### config.mk
export PLATFORM = sky130hd
export DESIGN_NAME = alu
export DESIGN_NICKNAME = d
export VERILOG_FILES = /design/src/rtl/alu.sv
export SDC_FILE = /design/constraint.sdc
export NUM_CORES = 1
export LEC_CHECK = 0
export ABC_AREA = 1
export BUFFER_PORTS_ARGS = -buffer_cell sky130_fd_sc_hd__buf_2
export CAP_MARGIN = 40
export CORE_MARGIN = 2
export CORE_UTILIZATION = 43
export CTS_CLUSTER_DIAMETER = 200
export DETAILED_ROUTE_END_ITERATION = 7
export GPL_ROUTABILITY_DRIVEN = 0
export PLACE_DENSITY = 0.71
export SLEW_MARGIN = 25
export SYNTH_ARGS = -nofsm -noshare
export SYNTH_HDL_FRONTEND = slang
export SYNTH_SLANG_ARGS = --single-unit
### constraint.sdc
create_clock -name clk -period 1 [get_ports clk]
set_input_delay 0.05 -clock clk [delete_from_list [all_inputs] [get_ports clk]]
set_output_delay 0.05 -clock clk [all_outputs]
set_load 0.01 [all_outputs]
### src/rtl/alu.sv
// Registered single-cycle ALU: eight operations, one result per clock,
// with en_out marking the cycle in which alu_out carries a fresh result.
module alu #(
    parameter int WIDTH = 16
) (
    input  logic             clk,
    input  logic             rst_n,
    input  logic             en_in,
    input  logic [2:0]       alu_func,
    input  logic [WIDTH-1:0] alu_a,
    input  logic [WIDTH-1:0] alu_b,
    output logic [WIDTH-1:0] alu_out,
    output logic             en_out
);

    // Valid-only handshake: there is no ready. An operation is accepted on every
    // rising edge with en_in=1, and en_out is high for exactly the following
    // cycle. alu_out keeps its last result while en_in is low.

    localparam logic [2:0] FN_ADD = 3'b000;
    localparam logic [2:0] FN_SUB = 3'b001;
    localparam logic [2:0] FN_AND = 3'b010;
    localparam logic [2:0] FN_OR  = 3'b011;
    localparam logic [2:0] FN_XOR = 3'b100;
    localparam logic [2:0] FN_SLL = 3'b101;
    localparam logic [2:0] FN_SRL = 3'b110;
    localparam logic [2:0] FN_SLT = 3'b111;

    logic [WIDTH-1:0] result;
    logic [3:0]       shamt;
    logic             a_lt_b;

    // Only the low four bits of alu_b set the shift distance.
    assign shamt  = alu_b[3:0];
    assign a_lt_b = $signed(alu_a) < $signed(alu_b);

    always_comb begin
        result = '0;
        case (alu_func)
            FN_ADD:  result = alu_a + alu_b;
            FN_SUB:  result = alu_a - alu_b;
            FN_AND:  result = alu_a & alu_b;
            FN_OR:   result = alu_a | alu_b;
            FN_XOR:  result = alu_a ^ alu_b;
            FN_SLL:  result = alu_a << shamt;
            FN_SRL:  result = alu_a >> shamt;
            FN_SLT:  result = {{(WIDTH-1){1'b0}}, a_lt_b};
            default: result = '0;
        endcase
    end

    always_ff @(posedge clk or negedge rst_n) begin
        if (!rst_n) begin
            alu_out <= '0;
            en_out  <= 1'b0;
        end else begin
            en_out <= en_in;
            if (en_in) begin
                alu_out <= result;
            end
        end
    end

endmodule

After elaboration in Yosys (flattened, before gate mapping). Cells that the tools add are included.

Equal/unequal tests: 7. Shift operators: 2. Multiplexer cells: 1. $add $sub $neg: 2. Reductions and logical operators: 1. Bitwise gates (word level): 3. $lt $le $gt $ge: 1.

Operators by type and width (count): $pmux 16 s8 (1); $add 16x16->16 (1); $and 16x16->16 (1); $lt 16x16->1 (1); $or 16x16->16 (1); $shl 16x4->16 (1); $shr 16x4->16 (1); $sub 16x16->16 (1); $xor 16x16->16 (1); $eq 3x3->1 const B (4); $eq 3x2->1 const B (2); $eq 3x1->1 const B (1); $logic_not 3->1 (1).

Bits of input ports: 38. Bits in registers: 17. Word-level logic and storage cells: 19. Output and inout port bits: 17.

Depth between registers and ports, before layout.
Depth after elaboration: 2. Depth in mapped cells: 16. Mapped depth without buffers: 15.

Least setup slack after synthesis. OpenSTA, ideal clock, no wires.

Path type: input-to-reg. Start point: in alu_b[1]. End point: reg alu_out[11]. Slack: -680 ps. Setup time: 117 ps. Data arrival time: 1563 ps. Stages on the path: 15. Path buffers: 1. Data required time: 883 ps. Path through: inv_2 > clkbuf_1 > ha_1 > nor2_1 > nand2_1 > nand2_1 > nand2_1 > nand2_1 > nand2_1 > nand2_1 > nand2_1 > nand3_1 > nand2_1 > nor2_1 > nor2_1.

Cells in the longest elaborated chain, start to end: 2. Elaborated cells between the ends (all ways): 5. Those cells by class: 2 x add/sub; 2 x shift; 1 x mux.

Ends and longest elaborated chain: start, declared (line 11) `input logic [WIDTH-1:0] alu_b,`; $sub 16x16->16 (tied with other cells) (line 41) `FN_SUB: result = alu_a - alu_b;`; $pmux 16 s8 * (line 39) `case (alu_func)`; end signal, assigned (line 59) `alu_out <= result;`; end, declared (line 12) `output logic [WIDTH-1:0] alu_out,`.

Every way passes the cells marked *; elsewhere a longest branch is shown, timed or not. A chain may end at the register's enable or synchronous reset.

Final worst setup path.
Start point: in alu_a[0]. End point: reg alu_out[8].

Cells in the longest elaborated chain, start to end: 2. Elaborated cells between the ends (all ways): 5. Those cells by class: 2 x add/sub; 2 x shift; 1 x mux.

Ends and longest elaborated chain: start, declared (line 10) `input logic [WIDTH-1:0] alu_a,`; $sub 16x16->16 (tied with other cells) (line 41); $pmux 16 s8 * (line 39).

Marks and branches as above.

==> flow_summary.ini <==
[worst_setup_path]
slowest_delay_ns = 0.36
path_cells = buf_12 > inv_12 > ha_4 > fa_2 > inv_2 > nand2_2 > nand3_4 > nand3_4 > nand2_2 > nand2_1 > nand3_1 > nand2_1 > nor2_2 > a21oi_1
crit_arrival_ns = 1.63
cp-start-kind = input pin
path_buf_inv = 3
path_delay_family = simple AND/OR/NAND/NOR gates
slowest_stage = fa_2
worstSetupEndpointType = flop
required_ns = 1.14
critPathKind = in -> reg
crit_fanout = 4

[sta]
slew_headroom_pct = 71.32
setup_ws_ns = -0.4962
drv_slew = 0
finalSetupViolations = 16
tightest_slew_ns = 0.4269
whs_ns = 0.1280
fin_skew_ns = 0
timing.final.crit_share_pct = 149.6
fin_tns_setup_ns = -6.076
max_freq_mhz = 668.4
hold_violations = 0
rsz0062_at_grt = yes
period_needed_ns = 1.496

[detailed_routing]
wl_per_cell_um = 16.85
num_vias = 6889
wl_met3_um = 2157
vias_per_cell = 5.665
drc = 0
routed-wl-met2_um = 9113
routed_wl_um = 20490
drt_pre_antenna_iters = 6
route.top_layer_used = met4
drt_iter0_markers = 733
wl_met1_um = 8003
ant_nets = 0

[clock_tree]
cts_tree = yes
numClockSinks = 17
cts_made_buffers = 3
htree_levels = 1
cts_buffer_depth = 2
clockRootBuffer = clkbuf_8
clkLatencyLatePin_ns = 0.25
clk_pin_slew_ns = 0.06

[final_layout]
nets = 1166
fill_cells = 858
fin_util_pct = 69.38
final_cell_mix = nand2_1 (249), buf_4 (148), nand3_1 (106), inv_1 (81), nor2_1 (53)
multiInputGateArea_um2 = 4472
drive_gt1_share_pct = 41.26
stdcell_count = 1216
syn2layout_area_growth_pct = 59.16
regArea_um2 = 425.4
diodes = 0
final_common_cell = nand2_1
postLayoutCellArea_um2 = 7422

[run_status]
violations = negative setup slack
status = complete, but fails checks

[synth]
yosysSeqAreaShare_pct = 9.123
syn-cell-area_um2 = 4663
synthCells = 882
ys_warn_count = 0
syn_avg_cell_area_um2 = 5.287
ys_seq_elements = 17
ys_types = 35
synth_nets = 971

[floorplanning]
start_util_pct = 43.59
die-area_um2 = 11690
io_pins = 55
design.core.area_um2 = 10700
die_x_um = 108.1
rows = 38
die_h_um = 108.1

[global_route]
antenna_found_initial = 0
grt_start_max_net_pins = 36
overflow = 0
grt_pass1_vias = 6077
grt_use_total_pct = 31.49
grt_pass1_wl_um = 29200

[place]
hpwl_um = 14620
dp.cells = 1199
post_dp_cell_area_um2 = 6281
place_ws_ns = -0.8341
io_buffer_count = 54

[power_and_ir_drop]
peakVddDrop_mv = 0.7839
p_leak_nw = 3.918
power.density_nw_per_um2 = 722.5
power.total_mw = 5.363

[min_path]
hold_path_class = in -> reg

[job]
maxCapViolations = 0
## logic make-up (layout without fill, tap and decap cells)
| family | after synthesis | in the layout | synth area share (%) |
|---|---|---|---|
| AOI/OAI and AO/OA | 98 | 98 | 11.62 |
| adders and majority gates | 51 | 51 | 14.01 |
| and+or+nand+nor | 552 | 552 | 50.34 |
| xor gates and xnor gates | 4 | 4 | 0.7512 |
| buffers and inverters | 160 | 354 | 14.17 |
| DFF | 17 | 17 | 9.123 |
## worst reg2reg max path, stage by stage (launching register included)
cell,delay [ns]
dfrtp_1,0.37
nor2_1,0.09
a21oi_1,0.05
## metal layers
metal  global-route usage [%]  up-vias
met2                    51.98      470
met3                    3.737      126
met4                    11.81        0
li1                         -     3200
met5                        0        -
met1                    41.99     3093
## final timing paths
kind / startpoint / endpoint / slack [ns] / cells after the start
hold reg to reg: alu_out[15] / alu_out[15] / 0.47 / 2
setup reg to reg: alu_out[5] / alu_out[5] / 0.37 / 2
setup / recovery: alu_a[0] / alu_out[8] / -0.50 / 14
hold / removal: en_in / alu_out[1] / 0.13 / 3
max in group asynchronous: rst_n / alu_out[8] / 0.49 / 2
min in group asynchronous: rst_n / alu_out[4] / 0.25 / 2
## where the power goes
| group | leakage (nW) | internal [mW] | switching (mW) |
|---|---|---|---|
| Sequential | 0.211 | 0.788 | 0.0484 |
| Clock | 0.0228 | 0.283 | 0.221 |
| Combinational | 3.68 | 1.71 | 2.32 |
## synthesized netlist by cell type, drive strengths merged
| master | count | area (um^2) |
|---|---|---|
| o21bai | 3 | 22.52 |
| ha | 49 | 613.1 |
| fa | 2 | 40.04 |
| nor3 | 10 | 50.05 |
| and2 | 6 | 37.54 |
| nand3 | 135 | 705.7 |
| or2 | 2 | 12.52 |
| xor2 | 4 | 35.03 |
| a21oi | 39 | 198.9 |
| dfrtp | 17 | 425.4 |
| nand4 | 8 | 50.05 |
| o221ai | 1 | 8.760 |
| o2111ai | 2 | 17.52 |
| inv | 128 | 488.0 |
| nand2 | 307 | 1160 |
| o22ai | 7 | 43.79 |
| nor2 | 83 | 324.1 |
| o21ai | 38 | 190.2 |
| nand3b | 1 | 7.510 |
| o211ai | 8 | 60.06 |
| clkbuf | 8 | 31.28 |
| buf | 24 | 141.4 |
## final cells by class
cell class                 count  share of cell area, %
inverter                     128                  7.384
clock buffer                   4                 0.6069
sequential                    17                  5.732
timing repair buffer         222                  23.67
tap                          140                  2.360
multi-input combinational    705                  60.25
## state kept, by name, indices dropped and copies added, names as in the netlist
name	flops
alu_out	16
en_out	1
## timing repair
action | in CTS | in global routing
hold endpoints to repair | 18 | 0
setup endpoints to repair | 16 | 16
setup buffers | 3 | 8
hold buffers | 2 | 0
gates resized for setup | 152 | 131
pin swaps | 64 | 64
No activity file was read; power rests on OpenSTA's default activity.
